[src/rtl/mon_uart_tx.sv]
// Serial hex dumper: sends a 32-bit word as eight uppercase ASCII hex characters
// (MSB nibble first), optionally followed by CR LF, as 8N1 UART frames.
module mon_uart_tx #(
  parameter int CLK_HZ    = 100000000,
  parameter int BAUD      = 115200,
  parameter int SEND_CRLF = 1
) (
  input  logic        CLK100MHZ,
  input  logic        reset,
  input  logic        start,
  input  logic [31:0] word,
  output logic        busy,
  output logic        done,
  output logic        tx
);

  localparam int DIV    = CLK_HZ / BAUD;
  localparam int CW     = (DIV > 1) ? $clog2(DIV) : 1;
  localparam int NCHARS = (SEND_CRLF != 0) ? 10 : 8;
  localparam logic [CW-1:0] CNT_LAST  = CW'(DIV - 1);
  localparam logic [3:0]    CHAR_LAST = 4'(NCHARS - 1);

  typedef enum logic [1:0] {IDLE, START, DATA, STOP} state_t;

  state_t          state_reg, state_next;
  logic [CW-1:0]   cnt_reg, cnt_next;
  logic [2:0]      bit_reg, bit_next;
  logic [3:0]      char_reg, char_next;
  logic [31:0]     word_reg, word_next;
  logic            tx_reg, tx_next;
  logic            busy_reg, busy_next;
  logic            done_reg, done_next;

  logic [3:0]      nib [8];
  logic [7:0]      cur_char;
  logic            bit_end;
  logic            last_char;
  logic            accept;

  genvar gi;
  generate
    for (gi = 0; gi < 8; gi++) begin : g_nib
      assign nib[gi] = word_reg[31 - 4*gi -: 4];
    end
  endgenerate

  // Chars 8/9 only exist with CR LF enabled; char_reg never reaches them otherwise.
  always_comb begin
    cur_char = 8'h0D;
    if (char_reg[3]) begin
      cur_char = char_reg[0] ? 8'h0A : 8'h0D;
    end else if (nib[char_reg[2:0]] < 4'd10) begin
      cur_char = 8'h30 + {4'h0, nib[char_reg[2:0]]};
    end else begin
      cur_char = 8'h37 + {4'h0, nib[char_reg[2:0]]};
    end
  end

  assign bit_end   = (cnt_reg == CNT_LAST);
  assign last_char = (char_reg == CHAR_LAST);
  // The final stop-bit edge doubles as an accept edge for back-to-back messages.
  assign accept    = start && ((state_reg == IDLE) ||
                               (state_reg == STOP && bit_end && last_char));

  always_comb begin
    state_next = state_reg;
    cnt_next   = '0;
    bit_next   = bit_reg;
    char_next  = char_reg;
    word_next  = word_reg;
    tx_next    = tx_reg;
    done_next  = 1'b0;

    case (state_reg)
      IDLE: begin
        tx_next = 1'b1;
      end
      START: begin
        cnt_next = bit_end ? '0 : cnt_reg + 1'b1;
        if (bit_end) begin
          state_next = DATA;
          bit_next   = 3'd0;
          tx_next    = cur_char[0];
        end
      end
      DATA: begin
        cnt_next = bit_end ? '0 : cnt_reg + 1'b1;
        if (bit_end) begin
          if (bit_reg == 3'd7) begin
            state_next = STOP;
            tx_next    = 1'b1;
          end else begin
            bit_next = bit_reg + 3'd1;
            tx_next  = cur_char[bit_reg + 3'd1];
          end
        end
      end
      STOP: begin
        cnt_next = bit_end ? '0 : cnt_reg + 1'b1;
        if (bit_end) begin
          if (last_char) begin
            state_next = IDLE;
            char_next  = 4'd0;
            tx_next    = 1'b1;
            done_next  = 1'b1;
          end else begin
            state_next = START;
            char_next  = char_reg + 4'd1;
            tx_next    = 1'b0;
          end
        end
      end
      default: begin
        state_next = IDLE;
        tx_next    = 1'b1;
      end
    endcase

    if (accept) begin
      state_next = START;
      cnt_next   = '0;
      bit_next   = 3'd0;
      char_next  = 4'd0;
      word_next  = word;
      tx_next    = 1'b0;
    end

    // done and busy are never high together, even on a back-to-back accept edge.
    busy_next = (state_next != IDLE) && !done_next;
  end

  always_ff @(posedge CLK100MHZ) begin
    if (reset) begin
      state_reg <= IDLE;
      cnt_reg   <= '0;
      bit_reg   <= 3'd0;
      char_reg  <= 4'd0;
      word_reg  <= 32'd0;
      tx_reg    <= 1'b1;
      busy_reg  <= 1'b0;
      done_reg  <= 1'b0;
    end else begin
      state_reg <= state_next;
      cnt_reg   <= cnt_next;
      bit_reg   <= bit_next;
      char_reg  <= char_next;
      word_reg  <= word_next;
      tx_reg    <= tx_next;
      busy_reg  <= busy_next;
      done_reg  <= done_next;
    end
  end

  assign tx   = tx_reg;
  assign busy = busy_reg;
  assign done = done_reg;

endmodule

[config.mk]
export PLATFORM = sky130hd
export DESIGN_NAME = mon_uart_tx
export DESIGN_NICKNAME = d
export VERILOG_FILES = /design/src/rtl/mon_uart_tx.sv
export SDC_FILE = /design/constraint.sdc
export NUM_CORES = 1
export LEC_CHECK = 0
export BUFFER_PORTS_ARGS = -buffer_cell sky130_fd_sc_hd__buf_2
export CAP_MARGIN = 20
export CORE_MARGIN = 2
export CORE_UTILIZATION = 55
export CTS_CLUSTER_SIZE = 20
export DETAILED_ROUTE_END_ITERATION = 10
export PLACE_DENSITY = 0.77
export SYNTH_ARGS = -nofsm -noshare
export SYNTH_HDL_FRONTEND = slang
export SYNTH_SLANG_ARGS = --single-unit
export TNS_END_PERCENT = 100
[constraint.sdc]
create_clock -name CLK100MHZ -period 2.6 [get_ports CLK100MHZ]
set_input_delay 0.13 -clock CLK100MHZ [delete_from_list [all_inputs] [get_ports CLK100MHZ]]
set_output_delay 0.13 -clock CLK100MHZ [all_outputs]
set_load 0.02 [all_outputs]
==> results.cfg <==
[detailed_routing]
wl_mm = 5.48
ant_nets = 0
detailroute.via_count = 2168
wl_met3_um = 275
dr.first_iter.drc_count = 125
met1_length_mm = 2.54
wl_met2_mm = 2.64
wl_per_cell_um = 14.3
drt-vias-per-instance = 5.65
firstDrtPassIters = 5
maxUsedRoutingLayer = met4
drc = 0

[cells_and_area]
diodes = 0
final_cell_mix = nand2_1, dfxtp_1, a21oi_1
drive_gt1_share_pct = 21.2
layout_commonest_cell = nand2_1
largest_reg_flops = 32
final_nets = 368
area_delta_synth_final_pct = 13.0
final_util_pct = 63.2

[critical_path]
startpoint_type = register
crit_slowest_cell = mux4_1
end_kind = register
crit_path_cell_trace = mux4_1, mux2i_4, buf_4, a21oi_1, xor2_1, o211ai_1, a2111oi_2, o21ai_1
worstSetupPathType = reg -> reg
max_stage_delay_ps = 620
worstPathMaxFanout = 9
worst-endpoint-required_ps = 2790
critPathArrivalTime_ps = 2630

[synthesis]
ys_ff_latch = 54
yosys_warnings = 0
syn_avg_cell_area_um2 = 8.78
yosysSeqAreaShare_pct = 41.4
synth_edf_count = 0
synthCells = 297
async_flop_share_pct = 0
synth_area_um2 = 2610
yosys_most_used_dff = dfxtp_1
synth_cell_type_count = 43
synth_nets = 336

[clock_network]
clock-sinks = 54
cts_buffers = 5
clk_latency_ps = 300
cts_resized = 1
clk_pin_slew_worst_paths_ps = 100
clk_path_buf_depth = 2
htreeDepth = 2
tritoncts = built
root_buffer = clkbuf_8
holdBufCountCts = 0
post_cts_buffers = 0

[grt]
track_usage_pct = 22.4
grt_pass1_wl_mm = 9.42
grt_pass1_vias = 2051
globalRouteOverflowTotal = 0
antenna_found_initial = 0
grt_max_degree = 40

[min_path]
hp-class = in -> reg

[power]
worst_ir_drop_vdd_mv = 0.360
power.switching_mw = 0.399
p_int_mw = 1.13
p_per_area_nw_per_um2 = 518
leakagePower_nw = 1.11
power_frac_comb_pct = 10.7
pwr-share-seq_pct = 57.7
switching_share_pct = 26.1
p_clk_share_pct = 31.5

[die]
die_area_um2 = 5310
ios = 38
rows = 25
fp.coreArea_um2 = 4660
die_height_um = 72.9
initial_core_util_pct = 56.0
die_x_um = 72.9

[sta]
finalMaxSlewViolations = 0
max_freq_mhz = 409
timing_worst_slew_pin_value_ps = 698
finalSetupTns_ps = 0
finalCritPeriodShare_pct = 94.0
setup_viol = 0
clock_skew_ps = 11.9
slew_headroom_pct = 53.4
final.min_clock_period_ps = 2440
grt_setup_unrepaired = no
hold_violations = 0

[placed_design]
gp_congestion = 0.804
io_buffers = 37
place_hpwl_mm = 3.95

[run_status]
status = complete, no violations

[run]
maxCapViolCount = 0
-- power by group through the flow --
stage          registers (mW)  clock network [mW]  logic (mW)
2_1_floorplan           0.894                   0       0.106
3_3_place_gp            0.902                   0       0.158
3_5_place_dp            0.902                   0       0.164
4_1_cts                 0.883               0.489       0.165
5_1_grt                 0.887               0.523       0.185
6_report                0.882               0.482       0.164
-- worst paths after layout --
| path | from | endpoint | slack [ps] | cells past startpoint |
|---|---|---|---|---|
| min reg2reg | nib[29] | nib[29] | 460 | 2 |
| max reg2reg | char_reg[0] | tx | 160 | 8 |
| max | char_reg[0] | tx | 160 | 8 |
| min | word[15] | nib[15] | 50 | 3 |
-- through the flow --
step                      worst slack (ps)  hold slack, ps  power [mW]  instance area, um2  std cells
after global placement                 118             373        1.06                2850        376
after CTS                             81.9            46.9        1.54                2940        384
after detailed placement             -32.2             375        1.07                2850        376
after global routing                  12.6            49.3        1.59                2950        384
after floorplan                        239             220        1.00                2610        297
final                                  157            48.2        1.53                2950        384
-- per-layer routing --
metal  up-vias  global-route usage, %
met2        65                   36.6
met5         -                      0
li1       1098                      -
met3         4                   4.56
met1      1001                   31.0
met4         0                   4.73
-- logic make-up (layout without fill, tap and decap cells) --
group,count (synthesis),in the layout,share of synthesized area [%]
xor+xnor,13,13,4.36
simple gates,127,127,22.2
mux,15,15,11.7
fa+ha+maj,4,4,1.92
buf+inv,22,55,4.22
compound gates,62,62,14.2
flops,54,54,41.4
-- worst max-delay path, delay by kind of cell, from the launching register on --
kind | cells | cell delay (ps)
muxes | 2 | 810
AOI/OAI and AO/OA | 4 | 710
DFF | 1 | 430
xor gates and xnor gates | 1 | 220
buffers and inverters | 1 | 170
-- synthesized netlist by cell type, drive strengths merged, types with 2 or more instances --
cell    number  area (um2)
a21oi       39         195
a22o         2        17.5
a22oi        3        22.5
and3         2        12.5
buf          9        61.3
clkbuf      11        41.3
dfxtp       54        1080
ha           4        50.1
inv          2        7.51
mux2         2        22.5
mux2i        5        87.6
mux4         8         195
nand2       69         259
nand2b       2        12.5
nand3        8        40.0
nand3b       2        15.0
nor2        24        90.1
nor2b        3        18.8
nor3         4        20.0
nor3b        4        30.0
nor4b        2        17.5
o211ai       2        15.0
o21a         3        22.5
o21ai        7        35.0
or3          2        12.5
xnor2        6        52.6
xor2         7        61.3
-- cell type report --
cell class,count,area (um2)
Fill cell,400,1710
Multi-Input combinational cell,221,1420
Sequential cell,54,1090
Timing Repair Buffer,45,270
Clock buffer,5,68.8
Tap cell,54,67.6
Clock inverter,3,26.3
Inverter,2,7.51
Note: power is estimated with default switching activity, not from simulation.
